<file path="src/rtl/seq_detect_prog_if.sv">
// seq_detect_prog_if: config, serial input and match status bundle
// for the programmable bit-pattern detector.
interface seq_detect_prog_if #(
  parameter int MAX_LEN = 8,
  parameter int LEN_W   = 4,
  parameter int CNT_W   = 8
);
  logic               cfg_load;
  logic [MAX_LEN-1:0] cfg_pattern;
  logic [LEN_W-1:0]   cfg_len;
  logic               cfg_overlap;
  logic               en;
  logic               in_valid;
  logic               in_bit;
  logic               clr_cnt;
  logic               match;
  logic [CNT_W-1:0]   match_cnt;
  logic               cfg_err;

  modport master (
    output cfg_load, cfg_pattern, cfg_len, cfg_overlap,
    output en, in_valid, in_bit, clr_cnt,
    input  match, match_cnt, cfg_err
  );

  modport slave (
    input  cfg_load, cfg_pattern, cfg_len, cfg_overlap,
    input  en, in_valid, in_bit, clr_cnt,
    output match, match_cnt, cfg_err
  );
endinterface

</file>
<file path="src/rtl/seq_detect_prog.sv">
// seq_detect_prog: runtime-programmable serial pattern detector
// with overlap select, registered match pulse and saturating count.
module seq_detect_prog #(
  parameter int                 MAX_LEN     = 8,
  parameter int                 LEN_W       = 4,
  parameter int                 CNT_W       = 8,
  parameter logic [MAX_LEN-1:0] DEF_PATTERN = 8'b0010_1101,
  parameter logic [LEN_W-1:0]   DEF_LEN     = 4'd6,
  parameter logic               DEF_OVERLAP = 1'b1
) (
  input logic              clk,
  input logic              rst_n,
  seq_detect_prog_if.slave bus
);

  typedef enum logic [1:0] {
    S_IDLE,
    S_FILL,
    S_HUNT
  } state_t;

  localparam logic [LEN_W-1:0] MAX_L   = LEN_W'(MAX_LEN);
  localparam logic [CNT_W-1:0] CNT_MAX = '1;

  state_t             state;
  state_t             state_nx;
  logic [MAX_LEN-2:0] hist;
  logic [MAX_LEN-1:0] cand;
  logic [MAX_LEN-1:0] mask;
  logic [MAX_LEN-1:0] pat;
  logic [LEN_W-1:0]   len;
  logic [LEN_W-1:0]   fill;
  logic [LEN_W-1:0]   fill_inc;
  logic               ovl;
  logic               match_q;
  logic               err_q;
  logic [CNT_W-1:0]   cnt;

  logic acc;
  logic cfg_ok;
  logic cfg_apply;
  logic full_now;
  logic hit;
  logic match_ev;
  logic clr_hist;

  // A config strobe steals the cycle: the bit offered alongside is dropped.
  assign acc       = bus.en && bus.in_valid && !bus.cfg_load;
  assign cfg_ok    = (bus.cfg_len != '0) && (bus.cfg_len <= MAX_L);
  assign cfg_apply = bus.cfg_load && cfg_ok;

  // Candidate window = stored history plus the bit arriving now.
  assign cand     = {hist, bus.in_bit};
  assign mask     = ~({MAX_LEN{1'b1}} << len);
  assign hit      = ((cand ^ pat) & mask) == '0;
  assign fill_inc = (fill >= len) ? len : fill + 1'b1;
  assign full_now = acc && (fill_inc == len);

  // State register.
  always_ff @(posedge clk) begin
    if (!rst_n) state <= S_IDLE;
    else        state <= state_nx;
  end

  // Next-state decode, highest priority first.
  always_comb begin
    state_nx = state;
    priority case (1'b1)
      !bus.en:              state_nx = S_IDLE;
      cfg_apply:            state_nx = S_FILL;
      match_ev && !ovl:     state_nx = S_FILL;
      full_now:             state_nx = S_HUNT;
      state == S_IDLE:      state_nx = S_FILL;
      default:              state_nx = state;
    endcase
  end

  // Match event and history-clear decode per state.
  always_comb begin
    match_ev = 1'b0;
    clr_hist = 1'b0;
    unique case (state)
      S_IDLE:  match_ev = full_now && hit;
      S_FILL:  match_ev = full_now && hit;
      S_HUNT:  match_ev = acc && hit;
      default: match_ev = 1'b0;
    endcase
    if (!bus.en || cfg_apply || (match_ev && !ovl))
      clr_hist = 1'b1;
  end

  // History shift register and fill counter.
  always_ff @(posedge clk) begin
    if (!rst_n) begin
      hist <= '0;
      fill <= '0;
    end else if (clr_hist) begin
      hist <= '0;
      fill <= '0;
    end else if (acc) begin
      hist <= cand[MAX_LEN-2:0];
      fill <= fill_inc;
    end
  end

  // Active configuration and sticky error on a rejected load.
  always_ff @(posedge clk) begin
    if (!rst_n) begin
      pat   <= DEF_PATTERN;
      len   <= DEF_LEN;
      ovl   <= DEF_OVERLAP;
      err_q <= 1'b0;
    end else if (cfg_apply) begin
      pat   <= bus.cfg_pattern;
      len   <= bus.cfg_len;
      ovl   <= bus.cfg_overlap;
    end else if (bus.cfg_load) begin
      err_q <= 1'b1;
    end
  end

  // Registered match pulse and saturating match counter.
  always_ff @(posedge clk) begin
    if (!rst_n) begin
      match_q <= 1'b0;
      cnt     <= '0;
    end else begin
      match_q <= match_ev;
      if (bus.clr_cnt)
        cnt <= match_ev ? CNT_W'(1) : '0;
      else if (match_ev && cnt != CNT_MAX)
        cnt <= cnt + 1'b1;
    end
  end

  assign bus.match     = match_q;
  assign bus.match_cnt = cnt;
  assign bus.cfg_err   = err_q;

endmodule

</file>
<file path="src/flat_wrapper.sv">
// flat-port wrapper written by rule: the top's interface ports become plain ports
module seq_detect_prog_flat 
#(
  parameter int                 MAX_LEN     = 8,
  parameter int                 LEN_W       = 4,
  parameter int                 CNT_W       = 8,
  parameter logic [MAX_LEN-1:0] DEF_PATTERN = 8'b0010_1101,
  parameter logic [LEN_W-1:0]   DEF_LEN     = 4'd6,
  parameter logic               DEF_OVERLAP = 1'b1
)
  (clk, rst_n, bus_cfg_load, bus_cfg_pattern, bus_cfg_len, bus_cfg_overlap, bus_en, bus_in_valid, bus_in_bit, bus_clr_cnt, bus_match, bus_match_cnt, bus_cfg_err);
  seq_detect_prog_if #(.MAX_LEN(MAX_LEN), .LEN_W(LEN_W), .CNT_W(CNT_W)) bus_i ();
  input logic clk;
  input logic rst_n;
  input wire logic [$bits(bus_i.cfg_load)-1:0] bus_cfg_load;
  input wire logic [$bits(bus_i.cfg_pattern)-1:0] bus_cfg_pattern;
  input wire logic [$bits(bus_i.cfg_len)-1:0] bus_cfg_len;
  input wire logic [$bits(bus_i.cfg_overlap)-1:0] bus_cfg_overlap;
  input wire logic [$bits(bus_i.en)-1:0] bus_en;
  input wire logic [$bits(bus_i.in_valid)-1:0] bus_in_valid;
  input wire logic [$bits(bus_i.in_bit)-1:0] bus_in_bit;
  input wire logic [$bits(bus_i.clr_cnt)-1:0] bus_clr_cnt;
  output wire logic [$bits(bus_i.match)-1:0] bus_match;
  output wire logic [$bits(bus_i.match_cnt)-1:0] bus_match_cnt;
  output wire logic [$bits(bus_i.cfg_err)-1:0] bus_cfg_err;
  assign bus_i.cfg_load = bus_cfg_load;
  assign bus_i.cfg_pattern = bus_cfg_pattern;
  assign bus_i.cfg_len = bus_cfg_len;
  assign bus_i.cfg_overlap = bus_cfg_overlap;
  assign bus_i.en = bus_en;
  assign bus_i.in_valid = bus_in_valid;
  assign bus_i.in_bit = bus_in_bit;
  assign bus_i.clr_cnt = bus_clr_cnt;
  assign bus_match = bus_i.match;
  assign bus_match_cnt = bus_i.match_cnt;
  assign bus_cfg_err = bus_i.cfg_err;
  seq_detect_prog #(.MAX_LEN(MAX_LEN), .LEN_W(LEN_W), .CNT_W(CNT_W), .DEF_PATTERN(DEF_PATTERN), .DEF_LEN(DEF_LEN), .DEF_OVERLAP(DEF_OVERLAP)) u_core (.clk(clk), .rst_n(rst_n), .bus(bus_i));
endmodule
</file>
<file path="config.mk">
export PLATFORM = sky130hd
export DESIGN_NAME = seq_detect_prog_flat
export DESIGN_NICKNAME = d
export VERILOG_FILES = /design/src/rtl/seq_detect_prog_if.sv /design/src/rtl/seq_detect_prog.sv /design/src/flat_wrapper.sv
export SDC_FILE = /design/constraint.sdc
export NUM_CORES = 1
export LEC_CHECK = 0
export BUFFER_PORTS_ARGS = -buffer_cell sky130_fd_sc_hd__buf_2
export CAP_MARGIN = 30
export CORE_ASPECT_RATIO = 1.4
export CORE_MARGIN = 5
export CORE_UTILIZATION = 56
export CTS_CLUSTER_DIAMETER = 100
export CTS_CLUSTER_SIZE = 8
export DETAILED_ROUTE_END_ITERATION = 16
export PLACE_DENSITY = 0.87
export REMOVE_ABC_BUFFERS = 1
export SYNTH_ARGS = -nofsm -noshare
export SYNTH_HDL_FRONTEND = slang
export SYNTH_SLANG_ARGS = --single-unit
</file>
<file path="constraint.sdc">
create_clock -name clk -period 3.1 [get_ports clk]
set_clock_uncertainty 0.15 [all_clocks]
set_input_delay 0.31 -clock clk [delete_from_list [all_inputs] [get_ports clk]]
set_output_delay 0.31 -clock clk [all_outputs]
set_load 0.01 [all_outputs]
</file>
==> impl_metrics.csv <==
group,metric,value,unit
route,avgViaCountPerCell,5.796,
setup_path,endpoint_kind,"flop",
worst_hold_path,worstHoldStart,"bus_cfg_pattern[3]",
pwr,power,1.042,mW
floorplan,die_area,0.004673,sq mm
logic_synthesis,synth_top_cell_by_area,"dfxtp_1",
cts,cts.path.max_buffers,2,
sta,finalHoldViolCount,0,
floorplan,placementRows,25,
floorplan,die_y,78.91,um
route,top_layer_used,"met4",
sta,max_freq,352.1,MHz
pwr,ir_drop,354.5,uV
route,firstDrtPassIters,4,
worst_hold_path,min_path_type,"input pin to flop",
floorplan,start_util,57.28,%
logic_synthesis,ys_seq_area_share,37.94,%
sta,setup_viol,0,
sta,slew_headroom,61.51,%
sta,timing.final.crit_share,91.61,%
global_route,grt_max_degree,17,
cts,ctsResizeCount,0,
sta,fin_tns_setup,0,ps
logic_synthesis,synth-edff-count,0,
floorplan,pin_count,30,
logic_synthesis,synth.distinct_cells,44,
sta,rsz0062_at_grt,"false",
setup_path,path_class,"flop to flop",
cts,cts.sinks,36,
finish,fin_area,0.002192,sq mm
cts,clkTransAtPathRegs,70,ps
global_route,track_usage,20.41,%
placed_design,postPlaceCellArea,0.002066,sq mm
finish,drive_gt1_share,18.94,%
setup_path,crit_path_start_kind,"flop",
logic_synthesis,synthTopCellsByArea,"dfxtp_1 38%, nand2_1 9.7%, a21oi_1 6.6%, xnor2_1 4.6%, ha_1 4.0%",
route,vias,1762,
cts,h-tree-depth,2,
pwr,p_leak,0.9007,nW
flow_run,cap_violations,0,
logic_synthesis,yosys-top-cells-count,"49 x nand2_1, 36 x dfxtp_1, 25 x a21oi_1",
finish,diodes,0,
sta,slew_violations,0,
floorplan,fp.dieW,59.22,um
finish,area_growth,15.41,%
placed_design,place.detailed.hpwl,3218,um
route,drc,0,
setup_path,rr_startpoint,"u_core.len[2]",
cts,clk_latency,290,ps
route,drt-initial-drc-count,54,
route,wl_met2,2402,um
logic_synthesis,ys_ff_latch,36,
placed_design,port_buffers,29,
logic_synthesis,netlist_area,0.001899,sq mm
setup_path,worstPathMaxFanout,16,
placed_design,pre_cts_slack,284.7,ps
logic_synthesis,synth.most_common_cell,"nand2_1",
pwr,power.density,475.4,mW/mm^2
sta,tightest_slew,577.3,ps
cts,cts_made_buffers,5,
finish,nets,289,
setup_path,ff2ff_path_depth,8,
cts,root_buffer,"clkbuf_8",
cts,postCtsSetupBuffers,0,
route,drt_wl_total,4445,um
setup_path,critPathRequiredTime,3160,ps
cts,ctsHoldBuffers,0,
route,wl_per_cell,14.62,um
global_route,grt_pass1_wl,7327,um
global_route,grt_pass1_vias,1677,
route,final_antenna_net_count,0,
global_route,antenna_found_initial,0,
run_status,status,"completed",
finish,final_util,66.11,%
setup_path,worst_ep_arrival_time,2900,ps
floorplan,core,0.003316,sq mm
global_route,overflow,0,
logic_synthesis,yosysTopAreaCellShare,37.94,%
cts,cts_tree,"yes",
sta,period_needed,2840,ps
logic_synthesis,synth_flop_cell,"dfxtp_1",
worst_hold_path,worstHoldPathCells,3,
route,dr_wl_met3,160,um
logic_synthesis,synthArstFlopShare,0,%
logic_synthesis,yosysWarnings,0,
setup_path,cp-startpoint,"u_core.len[2]",
logic_synthesis,syn_inst,234,
logic_synthesis,avgSynthCellArea,8.117,sq um
placed_design,routabilityCongestion,0.9018,
sta,layout_setup_ws,260.0,ps
route,wl_met1,1754,um
==> routing by layer <==
metal | track usage [%] | vias up
met5 | 0 | -
met2 | 36.98 | 38
met1 | 21.52 | 826
met4 | 9.751 | 0
li1 | - | 887
met3 | 4.228 | 11
==> registers in the layout, indices dropped and copies added (netlist names) <==
signal	cells
u_core.hist	7
u_core.pat	8
u_core.ovl	1
u_core.bus.cfg_err	1
u_core.fill	4
u_core.bus.match_cnt	8
u_core.state	2
u_core.bus.match	1
u_core.len	4
==> cells by family (layout without fill, tap and decap cells) <==
family / after synthesis / after routing / synth area share, %
XOR/XNOR: 14 / 14 / 7.576
flip-flops: 36 / 36 / 37.94
AND/OR/NAND/NOR: 97 / 97 / 23.65
AO/OA/AOI/OAI: 62 / 62 / 22.20
adder cells (fa/ha/maj): 6 / 6 / 3.952
buffers and inverters: 19 / 49 / 4.677
==> cells in the final DEF (no fill, tap or decap), types with 7 or more instances in the layout <==
| cell type | synthesis | routed |
|---|---|---|
| nand3_1 | 14 | 14 |
| inv_1 | 8 | 8 |
| xnor2_1 | 10 | 10 |
| clkbuf_8 | 0 | 7 |
| dfxtp_1 | 36 | 36 |
| o21ai_0 | 8 | 8 |
| nor2_1 | 15 | 15 |
| nand2_1 | 49 | 49 |
| buf_2 | 2 | 29 |
| a21oi_1 | 25 | 25 |
==> through the flow <==
| step | hold WS (ps) | instances |
|---|---|---|
| finish | 79.41 | 304 |
| global route | 92.91 | 304 |
| CTS | 76.53 | 304 |
| detailed placement | 307.1 | 296 |
| global placement | 292.2 | 296 |
| floorplan | 231.8 | 223 |
==> cell type report <==
class / count / area, sq um
Clock inverter: 1 / 30.03
Multi-Input combinational cell: 179 / 1090
Sequential cell: 36 / 720.7
Fill cell: 296 / 1124
Tap cell: 40 / 50.05
Clock buffer: 7 / 96.34
Inverter: 8 / 30.03
Timing Repair Buffer: 33 / 175.2
==> path summary, 6_finish.rpt <==
check                           slack, ps                       to
worst max-delay path                  260  u_core.bus.match_cnt[6]
worst min register to register        320           u_core.hist[6]
worst min-delay path                   80            u_core.pat[3]
worst max register to register        260  u_core.bus.match_cnt[6]
==> worst max-delay path, cell delays in order, from the launching register on <==
cell and delay (ps):
dfxtp_1 460, inv_1 120, ha_1 290, o211a_1 210, a21boi_4 110, a311oi_2 310
nand4_2 360, or4_1 600, a21oi_1 150
==> where the power goes <==
| part | switching [mW] | leakage [nW] | internal [mW] |
|---|---|---|---|
| combinational | 0.0605 | 0.543 | 0.0448 |
| clock | 0.164 | 0.0645 | 0.284 |
| sequential | 0.0133 | 0.293 | 0.476 |
Power figures use the tool's default switching activity.
